File: config.mk
export PLATFORM = sky130hd
export DESIGN_NAME = request_unit_flat
export DESIGN_NICKNAME = d
export VERILOG_FILES = /design/src/rtl/request_unit_if.sv /design/src/rtl/request_unit.sv /design/src/flat_wrapper.sv
export SDC_FILE = /design/constraint.sdc
export NUM_CORES = 1
export LEC_CHECK = 0
export CORE_MARGIN = 3
export CORE_UTILIZATION = 35
export DETAILED_ROUTE_END_ITERATION = 6
export HOLD_SLACK_MARGIN = 0.12
export PLACE_DENSITY = 0.76
export REMOVE_ABC_BUFFERS = 1
export SYNTH_ARGS = -nofsm -noshare
export SYNTH_HDL_FRONTEND = slang
export SYNTH_SLANG_ARGS = --single-unit
File: constraint.sdc
create_clock -name CLK -period 2.9 [get_ports CLK]
set_input_delay 0.58 -clock CLK [delete_from_list [all_inputs] [get_ports CLK]]
set_output_delay 0.58 -clock CLK [all_outputs]
set_load 0.03 [all_outputs]
File: src/rtl/request_unit_if.sv
// Purpose: bundles control-unit requests, cache handshakes and unit outputs of request_unit.
// Latency: none, wires only.
// Backpressure: ihit/dhit from the caches are the only stall sources carried here.
interface request_unit_if #(
    parameter int CNT_W = 32
);
    logic             cu_dREN;
    logic             cu_dWEN;
    logic             cu_datomic;
    logic             cu_halt;
    logic [31:0]      cu_dmemaddr;
    logic [31:0]      cu_dmemstore;
    logic             ihit;
    logic             dhit;
    logic             iREN;
    logic             dREN;
    logic             dWEN;
    logic             datomic;
    logic [31:0]      dmemaddr;
    logic [31:0]      dmemstore;
    logic             pc_en;
    logic             commit;
    logic             halt;
    logic [CNT_W-1:0] instr_cnt;
    logic [CNT_W-1:0] stall_cnt;

    // Driver side: control unit and caches feeding the request unit.
    modport master (
        output cu_dREN, cu_dWEN, cu_datomic, cu_halt, cu_dmemaddr, cu_dmemstore, ihit, dhit,
        input  iREN, dREN, dWEN, datomic, dmemaddr, dmemstore, pc_en, commit, halt,
               instr_cnt, stall_cnt
    );

    // Request unit side.
    modport slave (
        input  cu_dREN, cu_dWEN, cu_datomic, cu_halt, cu_dmemaddr, cu_dmemstore, ihit, dhit,
        output iREN, dREN, dWEN, datomic, dmemaddr, dmemstore, pc_en, commit, halt,
               instr_cnt, stall_cnt
    );
endinterface

File: src/rtl/request_unit.sv
// Purpose: sequences one fetch and at most one data access per instruction; emits pc_en/commit strobes.
// Latency: non-memory instruction commits in its ihit cycle; memory instruction commits in its dhit cycle.
// Backpressure: waits in FETCH for ihit and in DATA for dhit; HALTED is left only through nRST.
module request_unit #(
    parameter int CNT_W = 32
) (
    input  logic          CLK,
    input  logic          nRST,
    request_unit_if.slave bus
);
    typedef enum logic [1:0] {
        FETCH  = 2'd0,
        DATA   = 2'd1,
        HALTED = 2'd2
    } state_t;

    state_t           r_state;
    state_t           w_next;
    logic             r_dren;
    logic             r_dwen;
    logic             r_datomic;
    logic [31:0]      r_addr;
    logic [31:0]      r_store;
    logic [CNT_W-1:0] r_instr_cnt;
    logic [CNT_W-1:0] r_stall_cnt;
    logic             w_latch;
    logic             w_clear;
    logic             w_commit;
    logic             w_stall;

    // State register.
    always_ff @(posedge CLK or negedge nRST) begin
        if (!nRST) r_state <= FETCH;
        else       r_state <= w_next;
    end

    // Next state and strobes; ihit only matters in FETCH, dhit only in DATA, halt wins over a data request.
    always_comb begin
        w_next   = r_state;
        w_latch  = 1'b0;
        w_clear  = 1'b0;
        w_commit = 1'b0;
        w_stall  = 1'b0;
        case (r_state)
            FETCH: begin
                if (bus.ihit) begin
                    if (bus.cu_halt) begin
                        w_next = HALTED;
                    end else if (bus.cu_dREN || bus.cu_dWEN) begin
                        w_latch = 1'b1;
                        w_next  = DATA;
                    end else begin
                        w_commit = 1'b1;
                    end
                end
            end
            DATA: begin
                if (bus.dhit) begin
                    w_commit = 1'b1;
                    w_clear  = 1'b1;
                    w_next   = FETCH;
                end else begin
                    w_stall = 1'b1;
                end
            end
            HALTED:  w_next = HALTED;
            default: w_next = FETCH;
        endcase
    end

    // Capture the data request at the fetch edge so later control-unit changes cannot disturb the access.
    always_ff @(posedge CLK or negedge nRST) begin
        if (!nRST) begin
            r_dren    <= 1'b0;
            r_dwen    <= 1'b0;
            r_datomic <= 1'b0;
            r_addr    <= '0;
            r_store   <= '0;
        end else if (w_latch) begin
            r_dren    <= bus.cu_dREN;
            r_dwen    <= bus.cu_dWEN;
            r_datomic <= bus.cu_datomic;
            r_addr    <= bus.cu_dmemaddr;
            r_store   <= bus.cu_dmemstore;
        end else if (w_clear) begin
            r_dren    <= 1'b0;
            r_dwen    <= 1'b0;
            r_datomic <= 1'b0;
        end
    end

    // Performance counters, free-running with natural wrap.
    always_ff @(posedge CLK or negedge nRST) begin
        if (!nRST) begin
            r_instr_cnt <= '0;
            r_stall_cnt <= '0;
        end else begin
            if (w_commit) r_instr_cnt <= r_instr_cnt + 1'b1;
            if (w_stall)  r_stall_cnt <= r_stall_cnt + 1'b1;
        end
    end

    // Strobes are masked by nRST so nothing fires while reset is held.
    assign bus.iREN      = nRST && (r_state == FETCH);
    assign bus.dREN      = (r_state == DATA) && r_dren;
    assign bus.dWEN      = (r_state == DATA) && r_dwen;
    assign bus.datomic   = (r_state == DATA) && r_datomic;
    assign bus.dmemaddr  = r_addr;
    assign bus.dmemstore = r_store;
    assign bus.pc_en     = nRST && w_commit;
    assign bus.commit    = nRST && w_commit;
    assign bus.halt      = (r_state == HALTED);
    assign bus.instr_cnt = r_instr_cnt;
    assign bus.stall_cnt = r_stall_cnt;
endmodule

File: src/flat_wrapper.sv
// flat-port wrapper written by rule: the top's interface ports become plain ports
module request_unit_flat 
#(
    parameter int CNT_W = 32
)
  (CLK, nRST, bus_cu_dREN, bus_cu_dWEN, bus_cu_datomic, bus_cu_halt, bus_cu_dmemaddr, bus_cu_dmemstore, bus_ihit, bus_dhit, bus_iREN, bus_dREN, bus_dWEN, bus_datomic, bus_dmemaddr, bus_dmemstore, bus_pc_en, bus_commit, bus_halt, bus_instr_cnt, bus_stall_cnt);
  request_unit_if #(.CNT_W(CNT_W)) bus_i ();
  input  logic CLK;
  input  logic nRST;
  input wire logic [$bits(bus_i.cu_dREN)-1:0] bus_cu_dREN;
  input wire logic [$bits(bus_i.cu_dWEN)-1:0] bus_cu_dWEN;
  input wire logic [$bits(bus_i.cu_datomic)-1:0] bus_cu_datomic;
  input wire logic [$bits(bus_i.cu_halt)-1:0] bus_cu_halt;
  input wire logic [$bits(bus_i.cu_dmemaddr)-1:0] bus_cu_dmemaddr;
  input wire logic [$bits(bus_i.cu_dmemstore)-1:0] bus_cu_dmemstore;
  input wire logic [$bits(bus_i.ihit)-1:0] bus_ihit;
  input wire logic [$bits(bus_i.dhit)-1:0] bus_dhit;
  output wire logic [$bits(bus_i.iREN)-1:0] bus_iREN;
  output wire logic [$bits(bus_i.dREN)-1:0] bus_dREN;
  output wire logic [$bits(bus_i.dWEN)-1:0] bus_dWEN;
  output wire logic [$bits(bus_i.datomic)-1:0] bus_datomic;
  output wire logic [$bits(bus_i.dmemaddr)-1:0] bus_dmemaddr;
  output wire logic [$bits(bus_i.dmemstore)-1:0] bus_dmemstore;
  output wire logic [$bits(bus_i.pc_en)-1:0] bus_pc_en;
  output wire logic [$bits(bus_i.commit)-1:0] bus_commit;
  output wire logic [$bits(bus_i.halt)-1:0] bus_halt;
  output wire logic [$bits(bus_i.instr_cnt)-1:0] bus_instr_cnt;
  output wire logic [$bits(bus_i.stall_cnt)-1:0] bus_stall_cnt;
  assign bus_i.cu_dREN = bus_cu_dREN;
  assign bus_i.cu_dWEN = bus_cu_dWEN;
  assign bus_i.cu_datomic = bus_cu_datomic;
  assign bus_i.cu_halt = bus_cu_halt;
  assign bus_i.cu_dmemaddr = bus_cu_dmemaddr;
  assign bus_i.cu_dmemstore = bus_cu_dmemstore;
  assign bus_i.ihit = bus_ihit;
  assign bus_i.dhit = bus_dhit;
  assign bus_iREN = bus_i.iREN;
  assign bus_dREN = bus_i.dREN;
  assign bus_dWEN = bus_i.dWEN;
  assign bus_datomic = bus_i.datomic;
  assign bus_dmemaddr = bus_i.dmemaddr;
  assign bus_dmemstore = bus_i.dmemstore;
  assign bus_pc_en = bus_i.pc_en;
  assign bus_commit = bus_i.commit;
  assign bus_halt = bus_i.halt;
  assign bus_instr_cnt = bus_i.instr_cnt;
  assign bus_stall_cnt = bus_i.stall_cnt;
  request_unit #(.CNT_W(CNT_W)) u_core (.CLK(CLK), .nRST(nRST), .bus(bus_i));
endmodule
==> flow_metrics.py, run 1 <==
metrics = {
    "critical_path": {
        "crit_fanout": 3,
        "cp-start-kind": "primary input",
        "r2r_cells": 4,
        "cp.required_ps": 2320,
        "setup.worst_path.end_class": "output port",
        "crit_arrival_ps": 2110,
        "critPathKind": "in -> out",
    },
    "pwr": {
        "seq_power_share_pct": 35.0,
        "p_comb_share_pct": 35.6,
        "ir_worst_vdd_mv": 0.423,
        "p_per_area_mw_per_mm2": 898,
        "p_sw_mw": 2.60,
        "power_mw": 7.63,
        "swShare_pct": 34.1,
        "pwr-share-clk_pct": 29.4,
        "p_int_mw": 5.03,
        "p_leak_nw": 3.57,
    },
    "drt": {
        "drc": 0,
        "drtAntennaViolNets": 0,
        "totalWireLength_um": 14000,
        "post_drt_wl_per_cell_um": 16.2,
        "via_count": 4068,
        "avgViaCountPerCell": 4.71,
        "drt_first_pass_iters": 4,
        "drt-initial-drc-count": 114,
    },
    "hold_path": {
        "hold_class": "reg -> reg",
        "min_path_cells": 1,
    },
    "synthesis": {
        "syn_area_mm2": 0.00553,
        "yosysMostFrequentCell": "dfrtp_1",
        "synth.area.top_cells": "dfrtp_1 60%, mux2_2 13%, xnor2_1 7.3%",
        "yosys.area.top_type_share_pct": 60.2,
        "yosys.area.top_type": "dfrtp_1",
        "ys_top_cells_by_count": "133 x dfrtp_1, 65 x mux2_2, 46 x xnor2_1",
        "synth_seq_cells": 133,
        "synth_cells": 415,
        "ys_async_sr_fraction_pct": 100,
        "synth-main-ff-cell": "dfrtp_1",
        "postSynthAreaPerCell_um2": 13.3,
        "ys_seq_area_share_pct": 60.2,
        "yosys_warnings": 0,
        "synth_cell_types": 37,
        "synth_edf_count": 0,
    },
    "clocking": {
        "h-tree-depth": 4,
        "clock_sinks": 133,
        "clock_latency_ps": 410,
        "cts_resized": 0,
        "cts_tree": "done",
        "post_cts_buffers": 0,
        "cts_root_buf": "clkbuf_16",
        "cts_inserted_buffers": 17,
        "clock_path_buffers": 2,
        "path_clk_slew_ps": 60,
    },
    "global_routing": {
        "grt_usage_pct": 16.5,
        "grt_pass1_wl_um": 22700,
        "grt_max_degree": 60,
        "grt_pass1_vias": 4210,
        "overflow": 0,
        "antenna_found_initial": 1,
    },
    "timing": {
        "period_needed_ps": 2690,
        "worstMarginPinSlew_ps": 728,
        "fin_worst_skew_ps": 8.91,
        "hold_viol_final": 0,
        "rsz0062_at_grt": "false",
        "relSlewSlack_pct": 51.5,
        "finalMaxSlewViolations": 0,
        "max_freq_mhz": 371,
        "finalCritPeriodShare_pct": 92.8,
        "setup_violations": 0,
    },
    "die": {
        "die_w_um": 132,
        "core-area_mm2": 0.0153,
        "die-area_mm2": 0.0173,
        "die_h_um": 132,
        "placementRows": 45,
        "initial_utilization_pct": 36.1,
        "ios": 207,
    },
    "cells_and_area": {
        "layout.nets": 712,
        "fin_util_pct": 55.5,
        "final_cells": 864,
        "synthToLayoutAreaGrowth_pct": 53.8,
        "drive_gt1_share_pct": 19.5,
    },
    "placement": {
        "portBuffers": 206,
        "dpl.hpwl_um": 10400,
        "placed_cells": 829,
        "place.gp.congestion": 0.814,
    },
    "run": {
        "drv_cap": 0,
    },
    "run_status": {
        "status": "finished, final reports clean",
    },
}
==> final cells by class <==
type                    instances  area, um2
inverters                       2       7.51
clock buffers                  19        453
fillers                      1302       6810
multi-input cells             268       2120
diodes                          2       5.00
repair buffers                216       2150
well taps                     211        264
flip-flops and latches        133       3330
clock inverters                13        170
==> placed cells by master, fill, tap and decap left out, types with 2 or more instances in the layout <==
cell and count:
inv_6 4, and2_1 8, inv_1 2, clkbuf_16 17
xor2_1 16, clkdlybuf4s50_1 202, dfrtp_1 133, nand4_1 17
clkbuf_8 2, nor2_1 13, nor3_2 4, buf_4 11
nand3_1 24, diode_2 2, nor2_2 3, mux2_2 65
xnor2_1 46, nand2_1 32, clkinv_4 2, nor3_1 3
ha_1 2, bufinv_16 3, clkinvlp_4 3, and3_1 10
buf_12 2, and4_1 6, nor2b_1 2
==> logic make-up (layout without fill, tap and decap cells) <==
kind of cell	count (synthesis)	in the layout	synth area share (%)
other	0	2	0
buffers and inverters	14	250	1.54
XOR/XNOR	62	62	9.82
adder cells (fa/ha/maj)	2	2	0.452
flip-flops	133	133	60.2
AO/OA/AOI/OAI	4	4	0.769
multiplexers	65	65	13.2
AND/OR/NAND/NOR	135	135	14.0
==> stage by stage <==
step	area (um2)	TNS, ps	hold WS (ps)	setup WS [ps]
CTS	8500	0	478	199
global route	8500	0	488	161
detailed placement	7870	0	466	211
global placement	7870	0	459	224
floorplan	5450	-28960	284	-443
finish	8500	0	477	208
==> power by group through the flow <==
stage               Combinational, mW  Sequential (mW)  Clock [mW]
floorplan                       0.501             3.62           0
global placement                 2.69             2.67           0
global route                     2.84             2.75        2.38
detailed placement               2.74             2.70           0
finish                           2.72             2.68        2.24
CTS                              2.75             2.68        2.30
==> sequential cells by signal, summed over array words and instances (netlist names) <==
signal,cells
u_core.bus.dmemaddr,32
u_core.bus.dmemstore,32
u_core.bus.instr_cnt,32
u_core.bus.stall_cnt,32
u_core.r_state,2
u_core.r_datomic,1
u_core.r_dren,1
u_core.r_dwen,1
==> routing by layer <==
metal / GRT usage, % / routed length [um] / share of wire [%]
met3: 4.79 / 725 / 5.2
met4: 7.18 / 229 / 1.6
met2: 26.7 / 6870 / 49
met5: 0 / 0 / 0
met1: 20.6 / 6210 / 44
==> repair_timing <==
| item | 4_1_cts | 5_1_grt |
|---|---|---|
| endpoints found under the setup margin | 0 | 0 |
| endpoints found under the hold margin | 18 | 0 |
| hold buffers | 1 | 0 |
==> final timing paths <==
check	to	startpoint	slack [ps]
min	u_core.bus.stall_cnt[31]	u_core.bus.stall_cnt[31]	480
min reg2reg	u_core.bus.stall_cnt[31]	u_core.bus.stall_cnt[31]	480
max in group asynchronous	u_core.bus.dmemstore[9]	nRST	1200
max	bus_pc_en	bus_ihit	210
max reg2reg	u_core.bus.dmemaddr[20]	u_core.r_state[1]	770
min in group asynchronous	u_core.bus.stall_cnt[2]	nRST	680
==> worst max-delay path: stages <==
cell	delay (ps)
clkdlybuf4s50_1	490
or4b_4	510
o31ai_4	190
and2_1	180
buf_4	160
No activity file was read; power rests on OpenSTA's default activity.
==> inputs of run 2 (changes only) <==
--- a/config.mk
+++ b/config.mk
@@ -8,8 +8,9 @@
 export CORE_MARGIN = 3
 export CORE_UTILIZATION = 35
 export DETAILED_ROUTE_END_ITERATION = 6
+export GPL_ROUTABILITY_DRIVEN = 0
 export HOLD_SLACK_MARGIN = 0.12
-export PLACE_DENSITY = 0.76
+export PLACE_DENSITY_LB_ADDON = 0.12
 export REMOVE_ABC_BUFFERS = 1
 export SYNTH_ARGS = -nofsm -noshare
 export SYNTH_HDL_FRONTEND = slang
==> run 2 against run 1 <==
  * Hold slack lost 150 ps
  * Power shrank 1.7%
  * Critical endpoint is now bus_commit
  * Non-clock buffer count shrank 1
  * Critical path type unchanged
  * Final area is essentially flat
==> flow_metrics.py, run 2 (synthesis gave the netlist of run 1 again) <==
metrics = {
    "cells_and_area": {
        "fin_util_pct": 55.5,
        "n_antenna_cell": 0,
        "synthToLayoutAreaGrowth_pct": 53.7,
        "layout.nets": 711,
        "drive_gt1_share_pct": 18.9,
        "mostFrequentLayoutCells": "203 x clkdlybuf4s50_1, 133 x dfrtp_1, 65 x mux2_2",
        "stdcell_area_mm2": 0.00850,
        "final_common_cell": "clkdlybuf4s50_1",
    },
    "critical_path": {
        "crit_slowest_cell": "or4b_4",
        "r2r_cells": 4,
        "timing.critical_path.from": "bus_ihit",
        "path_cells": "clkdlybuf4s50_1, or4b_4, o31ai_4, and2_1, buf_4",
        "r2r_setup_slack_ps": 790,
        "r2r-end": "u_core.bus.dmemstore[4]",
        "critPathCapture": "bus_commit",
        "path_depth": 5,
        "reg2reg_from": "u_core.r_state[0]",
        "crit_fanout": 3,
        "slowest_delay_ps": 510,
        "cp_num_buf_inv": 2,
        "critPathKind": "in -> out",
        "setup.worst_path.end_class": "output port",
        "crit_arrival_ps": 2110,
        "cp-start-kind": "primary input",
        "cp.required_ps": 2320,
        "crit_family": "simple AND/OR/NAND/NOR gates",
    },
    "die": {
        "ios": 207,
        "core-area_mm2": 0.0153,
        "die_h_um": 132,
        "die_w_um": 132,
        "placementRows": 45,
        "initial_utilization_pct": 36.1,
        "die-area_mm2": 0.0173,
    },
    "run_status": {
        "status": "finished, final reports clean",
    },
    "placement": {
        "dpl.hpwl_um": 10300,
        "place_area_mm2": 0.00791,
        "portBuffers": 206,
    },
    "timing": {
        "finalMaxSlewViolations": 0,
        "finalSetupTns_ps": 0,
        "rsz0062_at_grt": "false",
        "period_needed_ps": 2690,
        "fin_worst_skew_ps": 7.86,
        "worstMarginPinSlew_ps": 693,
        "max_freq_mhz": 371,
        "relSlewSlack_pct": 53.8,
        "finalCritPeriodShare_pct": 92.9,
        "hold_viol_final": 0,
        "setup_violations": 0,
    },
    "global_routing": {
        "overflow": 0,
        "grt_pass1_vias": 4198,
        "grt_usage_pct": 16.6,
        "grt_max_degree": 134,
        "antenna_found_initial": 0,
        "grt_pass1_wl_um": 23100,
    },
    "clocking": {
        "clock_sinks": 133,
        "cts_root_buf": "clkbuf_16",
        "h-tree-depth": 4,
        "cts_inserted_buffers": 17,
        "clock_path_buffers": 2,
        "cts_tree": "done",
        "path_clk_slew_ps": 60,
        "post_cts_buffers": 0,
        "cts_hold_buf": 0,
        "clock_latency_ps": 410,
        "cts_resized": 0,
    },
    "pwr": {
        "ir_worst_vdd_mv": 0.434,
        "p_per_area_mw_per_mm2": 883,
        "p_leak_nw": 3.57,
    },
    "drt": {
        "avgViaCountPerCell": 4.64,
        "via_count": 3996,
        "drc": 0,
        "totalWireLength_um": 13900,
        "drtAntennaViolNets": 0,
        "post_drt_wl_per_cell_um": 16.2,
        "drt-initial-drc-count": 150,
        "drt_first_pass_iters": 4,
    },
    "run": {
        "drv_cap": 0,
    },
    "hold_path": {
        "hold_class": "in -> async",
    },
}
-- run 2: cell type report --
type	instances	area [um2]
multi-input combinational	268	2120
tap	211	264
fill	1312	6820
clock inverter	8	97.6
inverter	2	7.51
clock buffer	24	492
sequential	133	3330
timing repair buffer	215	2190
-- run 2: power by group --
| part | switching (mW) | total (mW) | internal (mW) |
|---|---|---|---|
| clock network | 0.766 | 2.12 | 1.35 |
| registers | 0.300 | 2.66 | 2.36 |
| logic | 1.46 | 2.73 | 1.27 |
-- run 2: how the worst min path moves through the flow --
| stage | from | depth (start not counted) | to | slack (ps) |
|---|---|---|---|---|
| CTS | nRST | 2 | u_core.bus.dmemstore[6] | 350 |
| floorplan | nRST | 0 | u_core.bus.dmemaddr[0] | 280 |
| detailed placement | u_core.bus.stall_cnt[31] | 1 | u_core.bus.stall_cnt[31] | 470 |
| global route | nRST | 2 | u_core.bus.instr_cnt[17] | 380 |
| global placement | u_core.bus.stall_cnt[31] | 1 | u_core.bus.stall_cnt[31] | 460 |
| finish | nRST | 2 | u_core.bus.instr_cnt[30] | 330 |
-- run 2: layer usage --
metal,vias to the layer above,global-route usage [%],part of all wire [%]
met1,1953,22.3,47
met5,-,0,0
li1,1881,-,-
met3,14,5.40,6.2
met2,148,25.4,45
met4,0,5.43,1.2
-- run 2: worst reg2reg max path, delay by kind of cell (launching register included) --
family / cells / cell delay (ps)
muxes: 1 / 360
and+or+nand+nor: 2 / 950
buffers and inverters: 1 / 220
DFF: 1 / 470
-- run 2: per-stage QoR --
stage	instances	setup WS (ps)	power [mW]	hold slack, ps
floorplan	403	-443	4.12	284
global placement	829	218	5.40	458
detailed placement	829	215	5.45	474
CTS	861	206	7.60	355
global route	861	137	7.85	383
finish	861	205	7.51	328
